**config.mk**
```make
export PLATFORM = sky130hd
export DESIGN_NAME = ifetch_responder
export DESIGN_NICKNAME = d
export VERILOG_FILES = /design/src/rtl/ifetch_responder.sv
export SDC_FILE = /design/constraint.sdc
export NUM_CORES = 1
export LEC_CHECK = 0
export CAP_MARGIN = 5
export CORE_MARGIN = 2
export CORE_UTILIZATION = 48
export CTS_BUF_LIST = sky130_fd_sc_hd__clkbuf_4 sky130_fd_sc_hd__clkbuf_8
export DETAILED_ROUTE_END_ITERATION = 7
export GPL_TIMING_DRIVEN = 0
export PLACE_DENSITY = 0.79
export REMOVE_ABC_BUFFERS = 1
export SLEW_MARGIN = 0
export SYNTH_ARGS = -nofsm -noshare
export SYNTH_HDL_FRONTEND = slang
export SYNTH_SLANG_ARGS = --single-unit
```
**constraint.sdc**
```tcl
create_clock -name clk_in -period 2 [get_ports clk_in]
set_clock_uncertainty 0.2 [all_clocks]
set_input_delay 0.2 -clock clk_in [delete_from_list [all_inputs] [get_ports clk_in]]
set_output_delay 0.2 -clock clk_in [all_outputs]
set_load 0.03 [all_outputs]
```
**src/rtl/ifetch_responder.sv**
```systemverilog
// Purpose : fetches BURST_LEN 32-bit instructions per request from a byte-wide RAM, little-endian.
// Latency : first instruction 6 cycles after accept with continuous grant, then one every 4 cycles.
// Backpr. : mem_grant_in=0 stalls address issue; rdy_in=0 freezes every register.
//
// Ports
//   clk_in / rst_in               clock, asynchronous active-low reset
//   rdy_in                        global stall (low = hold everything)
//   enable_from_fetcher           burst request, held until end_to_fetcher
//   address_from_fetcher          byte address of first instruction, sampled at accept
//   reset_from_fetcher            abort of any burst in progress
//   mem_grant_in, mem_din         RAM grant and read byte (valid one cycle after issue)
//   mem_a, mem_rd_out             RAM byte address and read strobe
//   inst_to_fetcher               assembled instruction, held until the next one
//   one_inst_finish_to_fetcher    one-cycle pulse per delivered instruction
//   end_to_fetcher                one-cycle pulse when the burst is complete
//
// Build option: define IFETCH_ALIGN_CHECK_EN to reject word-misaligned request
// addresses (straight to DONE, no RAM access). Without it the low two address
// bits are ignored and the base is forced word-aligned.

module ifetch_responder #(
    parameter int BURST_LEN = 8
) (
    input  logic        clk_in,
    input  logic        rst_in,
    input  logic        rdy_in,
    input  logic        enable_from_fetcher,
    input  logic [31:0] address_from_fetcher,
    input  logic        reset_from_fetcher,
    input  logic        mem_grant_in,
    input  logic [7:0]  mem_din,
    output logic [31:0] mem_a,
    output logic        mem_rd_out,
    output logic [31:0] inst_to_fetcher,
    output logic        one_inst_finish_to_fetcher,
    output logic        end_to_fetcher
);

    typedef enum logic [1:0] {
        IDLE  = 2'd0,
        FETCH = 2'd1,
        DONE  = 2'd2
    } state_t;

    // Counters are 4 bits wide: BURST_LEN is at most 15.
    localparam logic [3:0] LAST = 4'(BURST_LEN);

    state_t      state_q,     state_d;
    logic        armed_q,     armed_d;
    logic [31:0] base_q,      base_d;
    logic [3:0]  issue_inst_q, issue_inst_d;  // instruction index of the next byte to issue
    logic [1:0]  byte_cnt_q,  byte_cnt_d;     // byte within that instruction
    logic        cap_vld_q,   cap_vld_d;      // a read was issued last cycle; mem_din is live now
    logic [1:0]  cap_lane_q,  cap_lane_d;     // byte lane that read belongs to
    logic [31:0] asm_q,       asm_d;          // assembly register
    logic        dlv_pend_q,  dlv_pend_d;     // byte 3 was captured last edge; deliver now
    logic [3:0]  dlv_cnt_q,   dlv_cnt_d;      // instructions delivered in this burst
    logic [31:0] inst_q,      inst_d;
    logic        fin_q,       fin_d;
    logic        end_q,       end_d;

    logic        accept;
    logic        issue_active;

    // Issue is combinational on the grant so a granted cycle is never wasted.
    // The strobe is also qualified by rdy_in: while frozen the capture pipeline
    // cannot record an issue, so no read may be launched.
    assign issue_active = (state_q == FETCH) && (issue_inst_q != LAST);
    assign mem_rd_out   = issue_active && mem_grant_in && rdy_in;
    assign mem_a        = base_q + {26'd0, issue_inst_q, 2'b00} + {30'd0, byte_cnt_q};

    assign accept = (state_q == IDLE) && enable_from_fetcher &&
                    !reset_from_fetcher && armed_q;

    assign inst_to_fetcher            = inst_q;
    assign one_inst_finish_to_fetcher = fin_q;
    assign end_to_fetcher             = end_q;

`ifndef IFETCH_ALIGN_CHECK_EN
    // Low address bits have no function when the base is forced aligned.
    logic unused_addr_lo;
    assign unused_addr_lo = ^address_from_fetcher[1:0];
`endif

    always_comb begin
        state_d      = state_q;
        armed_d      = armed_q;
        base_d       = base_q;
        issue_inst_d = issue_inst_q;
        byte_cnt_d   = byte_cnt_q;
        cap_vld_d    = mem_rd_out;
        cap_lane_d   = byte_cnt_q;
        asm_d        = asm_q;
        dlv_pend_d   = 1'b0;
        dlv_cnt_d    = dlv_cnt_q;
        inst_d       = inst_q;
        fin_d        = 1'b0;
        end_d        = 1'b0;

        // Re-arm only after the fetcher has visibly dropped its request, so a
        // request held high across the end pulse cannot start a second burst.
        if (!enable_from_fetcher) begin
            armed_d = 1'b1;
        end

        // Byte capture happens on the cycle after issue, independent of grant.
        if (cap_vld_q) begin
            asm_d[{cap_lane_q, 3'b000} +: 8] = mem_din;
            dlv_pend_d = (cap_lane_q == 2'd3);
        end

        // Delivery one cycle after the top byte lands. A capture into lane 0 of
        // the next instruction may share this edge; inst_d takes the old asm_q.
        if (dlv_pend_q) begin
            inst_d    = asm_q;
            fin_d     = 1'b1;
            dlv_cnt_d = dlv_cnt_q + 4'd1;
        end

        if (mem_rd_out) begin
            byte_cnt_d = byte_cnt_q + 2'd1;
            if (byte_cnt_q == 2'd3) begin
                issue_inst_d = issue_inst_q + 4'd1;
            end
        end

        case (state_q)
            IDLE: begin
                if (accept) begin
                    armed_d      = 1'b0;
                    base_d       = {address_from_fetcher[31:2], 2'b00};
                    issue_inst_d = 4'd0;
                    byte_cnt_d   = 2'd0;
                    dlv_cnt_d    = 4'd0;
`ifdef IFETCH_ALIGN_CHECK_EN
                    if (address_from_fetcher[1:0] != 2'b00) begin
                        state_d = DONE;
                        end_d   = 1'b1;
                    end else begin
                        state_d = FETCH;
                    end
`else
                    state_d = FETCH;
`endif
                end
            end
            FETCH: begin
                // The last delivery pulse is on the wire; close the burst next.
                if (fin_q && (dlv_cnt_q == LAST)) begin
                    state_d = DONE;
                    end_d   = 1'b1;
                end
            end
            DONE: begin
                state_d = IDLE;
            end
            default: begin
                state_d = IDLE;
            end
        endcase

        // Abort wins over accept, capture and completion in the same cycle.
        if (reset_from_fetcher) begin
            state_d      = IDLE;
            issue_inst_d = 4'd0;
            byte_cnt_d   = 2'd0;
            dlv_cnt_d    = 4'd0;
            cap_vld_d    = 1'b0;
            dlv_pend_d   = 1'b0;
            asm_d        = asm_q;
            inst_d       = inst_q;
            fin_d        = 1'b0;
            end_d        = 1'b0;
            armed_d      = enable_from_fetcher ? armed_q : 1'b1;
        end
    end

    always_ff @(posedge clk_in or negedge rst_in) begin
        if (!rst_in) begin
            state_q      <= IDLE;
            armed_q      <= 1'b1;
            base_q       <= 32'd0;
            issue_inst_q <= 4'd0;
            byte_cnt_q   <= 2'd0;
            cap_vld_q    <= 1'b0;
            cap_lane_q   <= 2'd0;
            asm_q        <= 32'd0;
            dlv_pend_q   <= 1'b0;
            dlv_cnt_q    <= 4'd0;
            inst_q       <= 32'd0;
            fin_q        <= 1'b0;
            end_q        <= 1'b0;
        end else if (rdy_in) begin
            state_q      <= state_d;
            armed_q      <= armed_d;
            base_q       <= base_d;
            issue_inst_q <= issue_inst_d;
            byte_cnt_q   <= byte_cnt_d;
            cap_vld_q    <= cap_vld_d;
            cap_lane_q   <= cap_lane_d;
            asm_q        <= asm_d;
            dlv_pend_q   <= dlv_pend_d;
            dlv_cnt_q    <= dlv_cnt_d;
            inst_q       <= inst_d;
            fin_q        <= fin_d;
            end_q        <= end_d;
        end
    end

endmodule

```
* After elaboration in Yosys (flattened, before gate mapping)
Cells that the tools add are included.
** Storage, ports and cells
- Input port bits :: 46
- Word-level logic and storage cells :: 72
- Output and inout port bits :: 67
- Bits in registers :: 113
** Cells by class
- $add $sub $neg :: 6
- Reductions and logical operators :: 13
- Shifts and indexed selects :: 2
- Bitwise logic cells :: 1
- Equal/unequal tests :: 7
- Multiplexer cells :: 30
** Operators by type and width (count)
- $mux 4 :: 9
- $add 32x2->32 :: 1
- $add 32x6->32 :: 1
- $bwmux 32 :: 1
- $shift 8x7->32 const A :: 1
- $shiftx 8x7->32 :: 1
- $mux 2 :: 7
- $mux 1 :: 12
- $reduce_and 3->1 :: 4
- $add 4x1->4 const B :: 2
- $logic_and 1x1->1 :: 7
- $neg 5->7 :: 1
- $eq 2x2->1 const B :: 2
- $eq 4x4->1 const B :: 1
- $ne 4x4->1 const B :: 1
- $pmux 2 s2 :: 1
- $ne 3x2->1 const B :: 1
- $ne 3x3->1 const B :: 1
- $add 2x1->2 const B :: 1
- $eq 2x1->1 const B :: 1
- $logic_not 2->1 :: 1
- $logic_not 1->1 :: 1
- $not 1->1 :: 1

* Depth between registers and ports, before layout
- Depth in word-level cells :: 8
- Mapped depth :: 7
- Depth with buffers taken out :: 6

* Worst setup path before layout
No wires, ideal clock.
- Path kind :: register to output
- From :: register issue_inst_q[0]
- To :: output mem_a[24]
- Cell stages (with the launch flop) :: 8
- Path slack :: -0.476 ns
- Buffers on the path :: 1
- Arrival time :: 2.076 ns
- Required time :: 1.600 ns
- Cell sequence :: dfrtp_1 -> ha_1 -> fa_1 -> a21oi_1 -> o31ai_1 -> buf_2 -> nand4_1 -> xnor2_1
** Between the ends
- Cells in the longest elaborated chain, start to end :: 2
** RTL lines
- start, declared :: RTL line 51 : logic [3:0] issue_inst_q, issue_inst_d;
- start signal, assigned :: RTL line 197 : issue_inst_q <= issue_inst_d;
- $add 32x6->32 :: RTL line 70 : assign mem_a = base_q + {26'd0, issue_inst_q, 2'b00} + {30'd0, byte_cnt_q};
- $add 32x2->32 :: RTL line 70
- end, declared :: RTL line 32 : output logic [31:0] mem_a,
No other way between the ends.

* Final worst setup path
- From :: register issue_inst_q[3]
- To :: output mem_a[10]
The elaborated chain is that of the path after synthesis.

==> impl_metrics.json <==
{
  "clk_path_buf_depth": 2,
  "cts_tree": "done",
  "cts.sinks": 113,
  "fin_util_pct": 68.1,
  "worstSetupPathType": "flop to primary output",
  "ys_seq_area_share_pct": 53.5,
  "violations": "setup timing",
  "pre_cts_slack_ns": -1.39,
  "nNetsFinal": 669,
  "critical-path-max-stage-delay_ns": 0.44,
  "synthArstFlopShare_pct": 100,
  "peakVddDrop_mv": 0.562,
  "slew_violations": 0,
  "syn_inst": 471,
  "ys_warn_count": 0,
  "core-area_um2": 10800,
  "endpoint_kind": "primary output",
  "wl_per_cell_um": 17.1,
  "grt_max_degree": 66,
  "drc": 0,
  "crit_path_start_kind": "flop",
  "clk-insertion-delay-late_ns": 0.43,
  "outcome": "finished, violations left",
  "clk_pin_slew_ns": 0.06,
  "routed_wl_mm": 13.0,
  "pin_count": 113,
  "holdWs_ns": 0.103,
  "p_seq_share_pct": 41.2,
  "drv_cap": 0,
  "place_congestion": 0.850,
  "vias": 4149,
  "multi_input_area_um2": 2550,
  "seqCellArea_um2": 2840,
  "worstPathRequired_ns": 1.60,
  "grt_first_pass_wirelength_mm": 20.4,
  "overflow": 0,
  "synth_area_leaders": "dfrtp_1 53%, mux2_2 13%, nand2_1 5.4%",
  "finalSetupViolations": 30,
  "stdcell_count": 760,
  "antenna_cells": 0,
  "postLayoutCellArea_um2": 7350,
  "dp_hpwl_mm": 8.25,
  "period_minus_slack_ns": 2.66,
  "power_mw": 7.01,
  "antenna_found_initial": 0,
  "fin_tns_setup_ns": -16.47,
  "die_x_um": 109,
  "power_per_cell_area_nw_per_um2": 954,
  "rsz0062_at_grt": "yes",
  "hold_viol": 0,
  "ys_types": 46,
  "syn_area_per_cell_um2": 11.2,
  "area_growth_pct": 38.8,
  "drtPass1Iterations": 5,
  "hold_class": "input pin to flop",
  "netlist_area_um2": 5290,
  "fmax_mhz": 376,
  "synth_flop_cell": "dfrtp_1",
  "finalWorstSetupSlack_ns": -0.659,
  "ant_nets": 0,
  "num_rows": 38,
  "power_leakage_nw": 3.24,
  "crit_slowest_cell": "o31ai_4",
  "netlist_top_cells_count": "112 x dfrtp_1, 76 x nand2_1, 62 x mux2_2",
  "htreeDepth": 4,
  "power.net_switching_mw": 2.30,
  "pwr-share-comb_pct": 26.6,
  "dp.cells": 704,
  "ys_ff_latch": 113,
  "arrival_ns": 2.26,
  "place_area_um2": 6490,
  "relSlewSlack_pct": 56.3,
  "synth_top_cell_area_share_pct": 53.0,
  "clock_power_share_pct": 32.2,
  "viasPerCell": 5.46,
  "port-buffer-count": 110,
  "synth_edf_count": 0,
  "grt.total_usage_pct": 22.4,
  "finalCritPeriodShare_pct": 133,
  "internal_power_mw": 4.71,
  "start_util_pct": 49.0,
  "drive_above_1_share_pct": 31.0,
  "yosysMostFrequentCell": "dfrtp_1",
  "worst_pin_slew_ns": 0.656,
  "chipHeight_um": 109,
  "die_area_um2": 11900,
  "cts_buffers": 17,
  "fillCellCount": 766,
  "drtIter0Drc": 295,
  "worstPathCellList": "ha_4 > inv_1 > o31ai_4 > nand4_1 > xnor2_1 > buf_4",
  "crit_fanout": 7,
  "cts-root-buf": "clkbuf_8",
  "p_sw_share_pct": 32.8,
  "synth_top_area_cell": "dfrtp_1",
  "grt_pass1_vias": 4099
}
==> final cells by class <==
| cell class | count | area share (%) |
|---|---|---|
| Sequential cell | 113 | 38.6 |
| Multi-Input combinational cell | 322 | 34.7 |
| Timing Repair Buffer | 134 | 17.5 |
| Clock buffer | 19 | 3.56 |
| Tap cell | 140 | 2.38 |
| Clock inverter | 13 | 2.18 |
| Inverter | 19 | 1.09 |
==> worst max-delay path, delay by kind of cell, from the launching register on <==
| kind | cells | cell delay [ns] |
|---|---|---|
| adder cells (fa/ha/maj) | 1 | 0.30 |
| AND/OR/NAND/NOR | 1 | 0.19 |
| buffers and inverters | 2 | 0.30 |
| AO/OA/AOI/OAI | 1 | 0.44 |
| XOR/XNOR | 1 | 0.18 |
| flip-flops | 1 | 0.43 |
==> per-layer routing <==
metal | vias to the layer above | GRT usage, % | routed length [µm]
met5 | - | 0 | 0
met3 | 16 | 7.23 | 1080
met1 | 2043 | 28.9 | 5410
met4 | 0 | 7.33 | 188
li1 | 1926 | - | -
met2 | 164 | 35.6 | 6300
==> power by group through the flow <==
stage | combinational (mW) | sequential [mW] | clock [mW]
2_1_floorplan | 1.09 | 2.83 | 0
3_3_place_gp | 1.74 | 2.89 | 0
3_5_place_dp | 1.78 | 2.91 | 0
4_1_cts | 1.84 | 2.88 | 2.28
5_1_grt | 1.98 | 2.94 | 2.41
6_report | 1.86 | 2.89 | 2.25
==> flip-flops by register name, indices dropped and copies added (netlist names) <==
signal	count
base_q	30
dlv_pend_q	1
end_to_fetcher	1
one_inst_finish_to_fetcher	1
cap_vld_q	1
cap_lane_q	2
armed_q	1
state_q	2
asm_q	32
byte_cnt_q	2
inst_to_fetcher	32
issue_inst_q	4
dlv_cnt_q	4
==> placed cells by master, fill, tap and decap left out, types with 2 or more instances in the layout <==
cell and instances:
a21oi_1 4, and2_1 2, and3_1 5, and4_1 3, and4_4 3, buf_12 2, buf_2 3, buf_4 36
buf_6 3, bufinv_16 3, clkbuf_8 19, clkdlybuf4s15_2 9, clkdlybuf4s50_1 76, clkinv_2 3, clkinvlp_4 6, dfrtp_1 107
dfrtp_2 5, ha_1 9, ha_2 2, ha_4 4, inv_1 16, inv_4 2, mux2_2 62, mux2i_1 2
nand2_1 75, nand3_1 9, nand3_2 6, nand4_1 19, nor2_1 4, nor3_1 5, nor3b_4 3, o21ai_0 45
o2bb2ai_1 2, o31a_1 2, o31ai_4 2, xnor2_1 25, xor2_1 2
==> worst paths after layout <==
| path | slack [ns] | to | cells after the start | from |
|---|---|---|---|---|
| worst max-delay path | -0.66 | mem_a[10] | 6 | issue_inst_q[3] |
| worst min-delay path | 0.10 | issue_inst_q[2] | 2 | rdy_in |
| worst max register to register | 0.05 | base_q[8] | 5 | armed_q |
| worst min register to register | 0.27 | asm_q[23] | 2 | asm_q[23] |
| max in group asynchronous | 0.69 | cap_lane_q[0] | 3 | rst_in |
| min in group asynchronous | 0.14 | base_q[20] | 2 | rst_in |
==> repair_timing <==
item                                    CTS  global route
buffers inserted                         12            12
gates resized for setup                 191            22
hold buffers                              1             0
gates cloned                              1             0
hold endpoints to repair                 48             0
pin swaps                                17            12
endpoints found under the setup margin  137            94
==> cell families after synthesis <==
family                   synth area share (%)
adder cells (fa/ha/maj)                  3.92
AO/OA/AOI/OAI                            7.31
XOR/XNOR                                 4.47
flip-flops                               53.5
multiplexers                             13.6
AND/OR/NAND/NOR                          14.0
buffers and inverters                    3.31
No activity file was read; power rests on OpenSTA's default activity.
